File: src/rtl/reorder_buffer_if.sv
// Dispatch, writeback and commit bundle of the reorder buffer.
// The ROB connects through the slave modport and its driver through master.
interface reorder_buffer_if #(
  parameter int DEPTH  = 8,
  parameter int DATA_W = 64,
  parameter int REG_W  = 5
) ();
  localparam int TAG_W = $clog2(DEPTH);
  localparam int CNT_W = TAG_W + 1;

  logic              alloc_valid;
  logic              alloc_ready;
  logic [REG_W-1:0]  alloc_rd;
  logic              alloc_regWrite;
  logic [TAG_W-1:0]  alloc_tag;

  logic              wb_valid;
  logic [TAG_W-1:0]  wb_tag;
  logic [DATA_W-1:0] wb_data;
  logic [3:0]        wb_flags;
  logic              wb_mispredict;

  logic              commit_valid;
  logic              commit_ready;
  logic [REG_W-1:0]  commit_rd;
  logic              commit_regWrite;
  logic [DATA_W-1:0] commit_data;
  logic [3:0]        commit_flags;

  logic              flush;
  logic [CNT_W-1:0]  count;
  logic              empty;
  logic              full;

  modport slave (
    input  alloc_valid, alloc_rd, alloc_regWrite,
    input  wb_valid, wb_tag, wb_data, wb_flags, wb_mispredict,
    input  commit_ready,
    output alloc_ready, alloc_tag,
    output commit_valid, commit_rd, commit_regWrite, commit_data, commit_flags,
    output flush, count, empty, full
  );

  modport master (
    output alloc_valid, alloc_rd, alloc_regWrite,
    output wb_valid, wb_tag, wb_data, wb_flags, wb_mispredict,
    output commit_ready,
    input  alloc_ready, alloc_tag,
    input  commit_valid, commit_rd, commit_regWrite, commit_data, commit_flags,
    input  flush, count, empty, full
  );
endinterface

File: src/rtl/reorder_buffer.sv
// In-order-commit reorder buffer: allocates at tail, completes out of order,
// commits from head, and flushes everything when a mispredicted branch commits.
module reorder_buffer #(
  parameter int DEPTH  = 8,
  parameter int DATA_W = 64,
  parameter int REG_W  = 5
) (
  input  logic               clk,
  input  logic               reset,
  reorder_buffer_if.slave    rob
);
  localparam int TAG_W = $clog2(DEPTH);
  localparam int CNT_W = TAG_W + 1;

  logic [DEPTH-1:0]  valid_q, valid_d;
  logic [DEPTH-1:0]  done_q, done_d;
  logic [DEPTH-1:0]  mispred_q, mispred_d;
  logic [DEPTH-1:0]  regwrite_q, regwrite_d;
  logic [REG_W-1:0]  rd_q    [DEPTH];
  logic [REG_W-1:0]  rd_d    [DEPTH];
  logic [DATA_W-1:0] data_q  [DEPTH];
  logic [DATA_W-1:0] data_d  [DEPTH];
  logic [3:0]        flags_q [DEPTH];
  logic [3:0]        flags_d [DEPTH];
  logic [TAG_W-1:0]  head_q, head_d;
  logic [TAG_W-1:0]  tail_q, tail_d;
  logic [CNT_W-1:0]  count_q, count_d;

  logic full, empty, commit_valid, commit_fire, flush_w, alloc_ready, alloc_fire;

  always_comb begin
    full         = (count_q == CNT_W'(DEPTH));
    empty        = (count_q == '0);
    commit_valid = valid_q[head_q] && done_q[head_q];
    commit_fire  = commit_valid && rob.commit_ready;
    flush_w      = commit_fire && mispred_q[head_q];
    // Full blocks allocation even when the head retires in the same cycle.
    alloc_ready  = !full && !flush_w;
    alloc_fire   = rob.alloc_valid && alloc_ready;
  end

  always_comb begin
    rob.alloc_ready     = alloc_ready;
    rob.alloc_tag       = tail_q;
    rob.commit_valid    = commit_valid;
    rob.commit_rd       = rd_q[head_q];
    rob.commit_regWrite = regwrite_q[head_q];
    rob.commit_data     = data_q[head_q];
    rob.commit_flags    = flags_q[head_q];
    rob.flush           = flush_w;
    rob.count           = count_q;
    rob.empty           = empty;
    rob.full            = full;
  end

  always_comb begin
    valid_d    = valid_q;
    done_d     = done_q;
    mispred_d  = mispred_q;
    regwrite_d = regwrite_q;
    rd_d       = rd_q;
    data_d     = data_q;
    flags_d    = flags_q;
    head_d     = head_q;
    tail_d     = tail_q;
    count_d    = count_q;
    if (flush_w) begin
      valid_d   = '0;
      done_d    = '0;
      mispred_d = '0;
      head_d    = '0;
      tail_d    = '0;
      count_d   = '0;
    end else begin
      // Tail is never valid when allocation is possible, so a writeback aimed
      // at the entry being allocated this cycle falls through the valid check.
      if (rob.wb_valid && valid_q[rob.wb_tag]) begin
        done_d[rob.wb_tag]    = 1'b1;
        mispred_d[rob.wb_tag] = rob.wb_mispredict;
        data_d[rob.wb_tag]    = rob.wb_data;
        flags_d[rob.wb_tag]   = rob.wb_flags;
      end
      if (commit_fire) begin
        valid_d[head_q] = 1'b0;
        head_d          = head_q + 1'b1;
      end
      if (alloc_fire) begin
        valid_d[tail_q]    = 1'b1;
        done_d[tail_q]     = 1'b0;
        mispred_d[tail_q]  = 1'b0;
        regwrite_d[tail_q] = rob.alloc_regWrite;
        rd_d[tail_q]       = rob.alloc_rd;
        tail_d             = tail_q + 1'b1;
      end
      count_d = count_q + CNT_W'(alloc_fire) - CNT_W'(commit_fire);
    end
  end

  always_ff @(posedge clk) begin
    if (reset) begin
      valid_q   <= '0;
      done_q    <= '0;
      mispred_q <= '0;
      head_q    <= '0;
      tail_q    <= '0;
      count_q   <= '0;
    end else begin
      valid_q   <= valid_d;
      done_q    <= done_d;
      mispred_q <= mispred_d;
      head_q    <= head_d;
      tail_q    <= tail_d;
      count_q   <= count_d;
    end
  end

  // Payload is qualified by valid/done, so it needs no reset.
  always_ff @(posedge clk) begin
    regwrite_q <= regwrite_d;
    rd_q       <= rd_d;
    data_q     <= data_d;
    flags_q    <= flags_d;
  end
endmodule

File: src/flat_wrapper.sv
// flat-port wrapper written by rule: the top's interface ports become plain ports
module reorder_buffer_flat 
#(
  parameter int DEPTH  = 8,
  parameter int DATA_W = 64,
  parameter int REG_W  = 5
)
  (clk, reset, rob_alloc_valid, rob_alloc_rd, rob_alloc_regWrite, rob_wb_valid, rob_wb_tag, rob_wb_data, rob_wb_flags, rob_wb_mispredict, rob_commit_ready, rob_alloc_ready, rob_alloc_tag, rob_commit_valid, rob_commit_rd, rob_commit_regWrite, rob_commit_data, rob_commit_flags, rob_flush, rob_count, rob_empty, rob_full);
  reorder_buffer_if #(.DEPTH(DEPTH), .DATA_W(DATA_W), .REG_W(REG_W)) rob_i ();
  input  logic clk;
  input  logic reset;
  input wire logic [$bits(rob_i.alloc_valid)-1:0] rob_alloc_valid;
  input wire logic [$bits(rob_i.alloc_rd)-1:0] rob_alloc_rd;
  input wire logic [$bits(rob_i.alloc_regWrite)-1:0] rob_alloc_regWrite;
  input wire logic [$bits(rob_i.wb_valid)-1:0] rob_wb_valid;
  input wire logic [$bits(rob_i.wb_tag)-1:0] rob_wb_tag;
  input wire logic [$bits(rob_i.wb_data)-1:0] rob_wb_data;
  input wire logic [$bits(rob_i.wb_flags)-1:0] rob_wb_flags;
  input wire logic [$bits(rob_i.wb_mispredict)-1:0] rob_wb_mispredict;
  input wire logic [$bits(rob_i.commit_ready)-1:0] rob_commit_ready;
  output wire logic [$bits(rob_i.alloc_ready)-1:0] rob_alloc_ready;
  output wire logic [$bits(rob_i.alloc_tag)-1:0] rob_alloc_tag;
  output wire logic [$bits(rob_i.commit_valid)-1:0] rob_commit_valid;
  output wire logic [$bits(rob_i.commit_rd)-1:0] rob_commit_rd;
  output wire logic [$bits(rob_i.commit_regWrite)-1:0] rob_commit_regWrite;
  output wire logic [$bits(rob_i.commit_data)-1:0] rob_commit_data;
  output wire logic [$bits(rob_i.commit_flags)-1:0] rob_commit_flags;
  output wire logic [$bits(rob_i.flush)-1:0] rob_flush;
  output wire logic [$bits(rob_i.count)-1:0] rob_count;
  output wire logic [$bits(rob_i.empty)-1:0] rob_empty;
  output wire logic [$bits(rob_i.full)-1:0] rob_full;
  assign rob_i.alloc_valid = rob_alloc_valid;
  assign rob_i.alloc_rd = rob_alloc_rd;
  assign rob_i.alloc_regWrite = rob_alloc_regWrite;
  assign rob_i.wb_valid = rob_wb_valid;
  assign rob_i.wb_tag = rob_wb_tag;
  assign rob_i.wb_data = rob_wb_data;
  assign rob_i.wb_flags = rob_wb_flags;
  assign rob_i.wb_mispredict = rob_wb_mispredict;
  assign rob_i.commit_ready = rob_commit_ready;
  assign rob_alloc_ready = rob_i.alloc_ready;
  assign rob_alloc_tag = rob_i.alloc_tag;
  assign rob_commit_valid = rob_i.commit_valid;
  assign rob_commit_rd = rob_i.commit_rd;
  assign rob_commit_regWrite = rob_i.commit_regWrite;
  assign rob_commit_data = rob_i.commit_data;
  assign rob_commit_flags = rob_i.commit_flags;
  assign rob_flush = rob_i.flush;
  assign rob_count = rob_i.count;
  assign rob_empty = rob_i.empty;
  assign rob_full = rob_i.full;
  reorder_buffer #(.DEPTH(DEPTH), .DATA_W(DATA_W), .REG_W(REG_W)) u_core (.clk(clk), .reset(reset), .rob(rob_i));
endmodule
File: config.mk
export PLATFORM = sky130hd
export DESIGN_NAME = reorder_buffer_flat
export DESIGN_NICKNAME = d
export VERILOG_FILES = /design/src/rtl/reorder_buffer_if.sv /design/src/rtl/reorder_buffer.sv /design/src/flat_wrapper.sv
export SDC_FILE = /design/constraint.sdc
export NUM_CORES = 1
export LEC_CHECK = 0
export ABC_AREA = 1
export CAP_MARGIN = 10
export CORE_UTILIZATION = 30
export DETAILED_ROUTE_END_ITERATION = 10
export PLACE_DENSITY = 0.5
export SLEW_MARGIN = 20
export SYNTH_ARGS = -nofsm -noshare
export SYNTH_HDL_FRONTEND = slang
export SYNTH_SLANG_ARGS = --single-unit
File: constraint.sdc
create_clock -name clk -period 5.2 [get_ports clk]
set_input_delay 1.04 -clock clk [delete_from_list [all_inputs] [get_ports clk]]
set_output_delay 1.04 -clock clk [all_outputs]
set_load 0.05 [all_outputs]
==> summary.txt <==
Setup path
  – CP Max Fanout: 26
  – Most frequent CP cell: nand2_1
  – CP Launch Point: u_core.head_q[1]
  – WP buf/inv: 3
  – Top delay family on crit path: buffers and inverters
  – Number of cells on the worst reg-to-reg path: 15
  – Crit path kind: flip-flop to primary output
  – CP endpoint kind: primary output
  – Slowest stage delay, CP: 0.81 ns
  – Crit-path slowest cell: clkdlybuf4s50_1
  – Req. time, crit path: 4.16 ns
  – Reg2Reg Setup Slack: 1.62 ns
  – Arr. time, crit path: 3.61 ns
  – Startpoint types: flip-flop
  – Reg2reg start: u_core.head_q[0]
  – Reg-to-reg endpoint: u_core.rob.count[2]
  – CP cell instances: nand2_1 -> inv_2 -> nand3_1 -> nand2_1 -> nor2_1 -> nor2_4 -> nand3_2 -> inv_1 -> clkdlybuf4s50_1

Die
  – Cell row count: 104
  – Die W: 288 µm
  – IO Count: 169
  – DIE AREA: 82,700 µm²
  – Die Ht: 288 µm
  – Initial core utilization: 0.304
  – Core area: 80,500 µm²

Routing
  – DR iter-0 viols: 1,157
  – DRT antenna net count: 0
  – Routed via count: 14,711
  – First-pass DRT Iterations: 5
  – DR vias/cell: 4.91
  – Wire per inst: 21.3 µm
  – Drt total wl: 63,900 µm
  – DRC Markers: 0

STA
  – Final-report setup violation count: 0
  – Minimum hold slack: 0.483 ns
  – Tmin final: 4.65 ns
  – Fmax: 215 MHz
  – Worst slew pin tran: 0.767 ns
  – Unrepaired setup endpoints after global routing: false
  – Clock skew: 0.0222 ns
  – Final hold violations: 0
  – Fin crit share: 0.895
  – Max-slew violations: 0
  – Fin Setup TNS: 0 ns
  – Headroom to the max-slew limit: 0.488

Global routing
  – Total GRT Usage: 0.155
  – Largest net degree at the start of global routing: 164
  – Vias in the first global route: 14,987
  – Grt total ovfl: 0
  – First-pass GRT wire length: 96,100 µm
  – Initial antenna violation count: 6

Power and ir drop
  – Power per Cell Area: 362 nW/µm²
  – Internal: 8470 µW
  – Sequential power share: 0.519
  – Switch share: 0.213
  – Clock share of power: 0.434
  – LEAKAGE: 0.00942 µW
  – Net Switching: 2290 µW
  – Combinational fraction of design power: 0.046
  – Post-layout power: 10,800 µW
  – Peak VDD IR: 182 µV

Clock network
  – Deepest clock path buffer count: 3
  – Worst-Skew Late Latency: 0.61 ns
  – Hold Buf Count CTS: 0
  – CTS Root Cell: clkbuf_16
  – Cells resized by post-CTS repair: 0
  – Worst-path clk slew: 0.07 ns
  – CTS tree: built
  – H-tree level count: 3
  – Post-CTS setup buffer count: 0
  – Clk sinks: 626
  – Total CTS buffers: 68

Final layout
  – Share of cells above drive strength 1: 0.0806
  – Nets: 1,982
  – Final Cell Area: 29,700 µm²
  – Area Growth Syn to Fin: 21.5%
  – Filler instances: 7,539
  – Core Util, Final: 0.369

Synthesis
  – Synth Register Bits: 626
  – Avg Cell Area, Syn: 14.2 µm²
  – Share of flip-flops with an asynchronous set or reset: 0
  – Largest cells by area after synthesis: edfxtp_1 (73%), o21a_1 (6.5%), o21ai_0 (6.4%), dfxtp_1 (2.8%), o2111ai_1 (2.7%)
  – Yosys top cell area share: 0.727
  – Mapped Cells: 1,725
  – Synth Area in Adders: 0.00491
  – Synth Area in Simple Gates: 0.0503
  – Syn_nets: 1,817
  – Post-Synth XOR/XNOR Area: 0.000716
  – Seq/Total Area, Yosys: 0.755
  – Most common cell in the netlist: edfxtp_1
  – Mux share of post-synthesis cell area: 0
  – Mapped Area: 24,500 µm²
  – Synthesis Warnings: 0
  – Number of synthesized flops with an enable pin: 592
  – Synth Area in Compound Gates: 0.161
  – Main combinational cell family by area after synthesis: compound AO/OA/AOI/OAI gates
  – Commonest cells post-synth: edfxtp_1 (592), o21ai_0 (313), o21a_1 (213)
  – Cell taking the most area after synthesis: edfxtp_1
  – Ys flop type: edfxtp_1
  – Distinct cells, synth: 31

Flow run
  – Max_cap viols: 0

Hold path
  – Hold_sp: u_core.valid_q[2]
  – Min-delay worst type: flip-flop to flip-flop
  – Hold Path Depth: 2
  – Hold EP: u_core.valid_q[2]

Status
  – Status: finished, final reports clean

Placed design
  – Port Buffers: 168
  – RePlAce Congestion: 0.839
  – HPWL Detailed: 35,100 µm
  – Placed Area: 27,600 µm²
[cells in the final DEF (no fill, tap or decap), drive strengths merged, types with 4 or more instances in the layout]
| cell type | n |
|---|---|
| a21oi | 15 |
| buf | 36 |
| bufinv | 6 |
| clkbuf | 82 |
| clkdlybuf4s50 | 168 |
| clkinv | 24 |
| dfxtp | 34 |
| edfxtp | 592 |
| ha | 8 |
| inv | 66 |
| nand2 | 96 |
| nand3 | 25 |
| nand4 | 9 |
| nor2 | 158 |
| o2111ai | 74 |
| o21a | 213 |
| o21ai | 313 |
| o22ai | 4 |
[state kept, by name, indices dropped and copies added, names as in the netlist]
signal                count
u_core.data_q           512
u_core.rd_q              40
u_core.flags_q           32
u_core.done_q             8
u_core.mispred_q          8
u_core.regwrite_q         8
u_core.valid_q            8
u_core.rob.count          4
u_core.head_q             3
u_core.rob.alloc_tag      3
[cells by family after synthesis]
| kind of cell | count (synthesis) |
|---|---|
| compound gates | 623 |
| xor+xnor | 2 |
| fa+ha+maj | 9 |
| buf+inv | 172 |
| flops | 626 |
| simple gates | 293 |
[power by group through the flow]
stage / clock network (µW) / registers [µW] / logic [µW]
6_report: 4670 / 5590 / 497
2_1_floorplan: 0 / 5740 / 219
3_3_place_gp: 0 / 5700 / 491
4_1_cts: 4790 / 5590 / 502
5_1_grt: 4990 / 5590 / 543
3_5_place_dp: 0 / 5700 / 500
[area by class of cell]
cell class / count / area [µm²] / share of cell area
Antenna cell: 2 / 5.00 / 0.000168
Clock buffer: 82 / 1780 / 0.0598
Tap cell: 1060 / 1330 / 0.0446
Inverter: 63 / 244 / 0.00821
Clock inverter: 34 / 344 / 0.0116
Multi-Input combinational cell: 927 / 5390 / 0.181
Timing Repair Buffer: 204 / 2160 / 0.0729
Sequential cell: 626 / 18500 / 0.621
[worst max path at each step]
stage                  endpoint  cells after the start
2_1_floorplan  u_core.data_q[0]                      7
3_3_place_gp    rob_alloc_ready                     11
3_5_place_dp          rob_flush                      9
4_1_cts               rob_flush                      9
5_1_grt               rob_flush                     10
6_report              rob_flush                      9
[per-stage QoR]
| stage | worst slack [ns] | instances |
|---|---|---|
| 2_1_floorplan | -0.00950 | 1725 |
| 3_3_place_gp | 1.19 | 2880 |
| 3_5_place_dp | 1.18 | 2880 |
| 4_1_cts | 0.521 | 2996 |
| 5_1_grt | 0.353 | 2997 |
| 6_report | 0.549 | 2998 |
[per-layer routing]
metal	part of all wire	wire [µm]	track usage	vias to the layer above
met4	0.019	1230	0.0459	8
met5	0.00080	51	0	-
met2	0.46	29700	0.246	367
met3	0.050	3220	0.0265	88
met1	0.46	29700	0.216	7404
li1	-	-	-	6844
[worst register-to-register path: stages (launching register included)]
cell     delay, ns
dfxtp_4       0.69
inv_8         0.36
nand2_1       0.16
nand2_1       0.06
nand2_1       0.07
nand2_1       0.06
nor2_1        0.17
nor2_4        0.07
nand2_1       0.35
inv_1         0.26
ha_1          0.34
inv_1         0.04
ha_1          0.20
fa_1          0.41
xnor2_1       0.14
nor2_1        0.06
No activity file was read; power rests on OpenSTA's default activity.
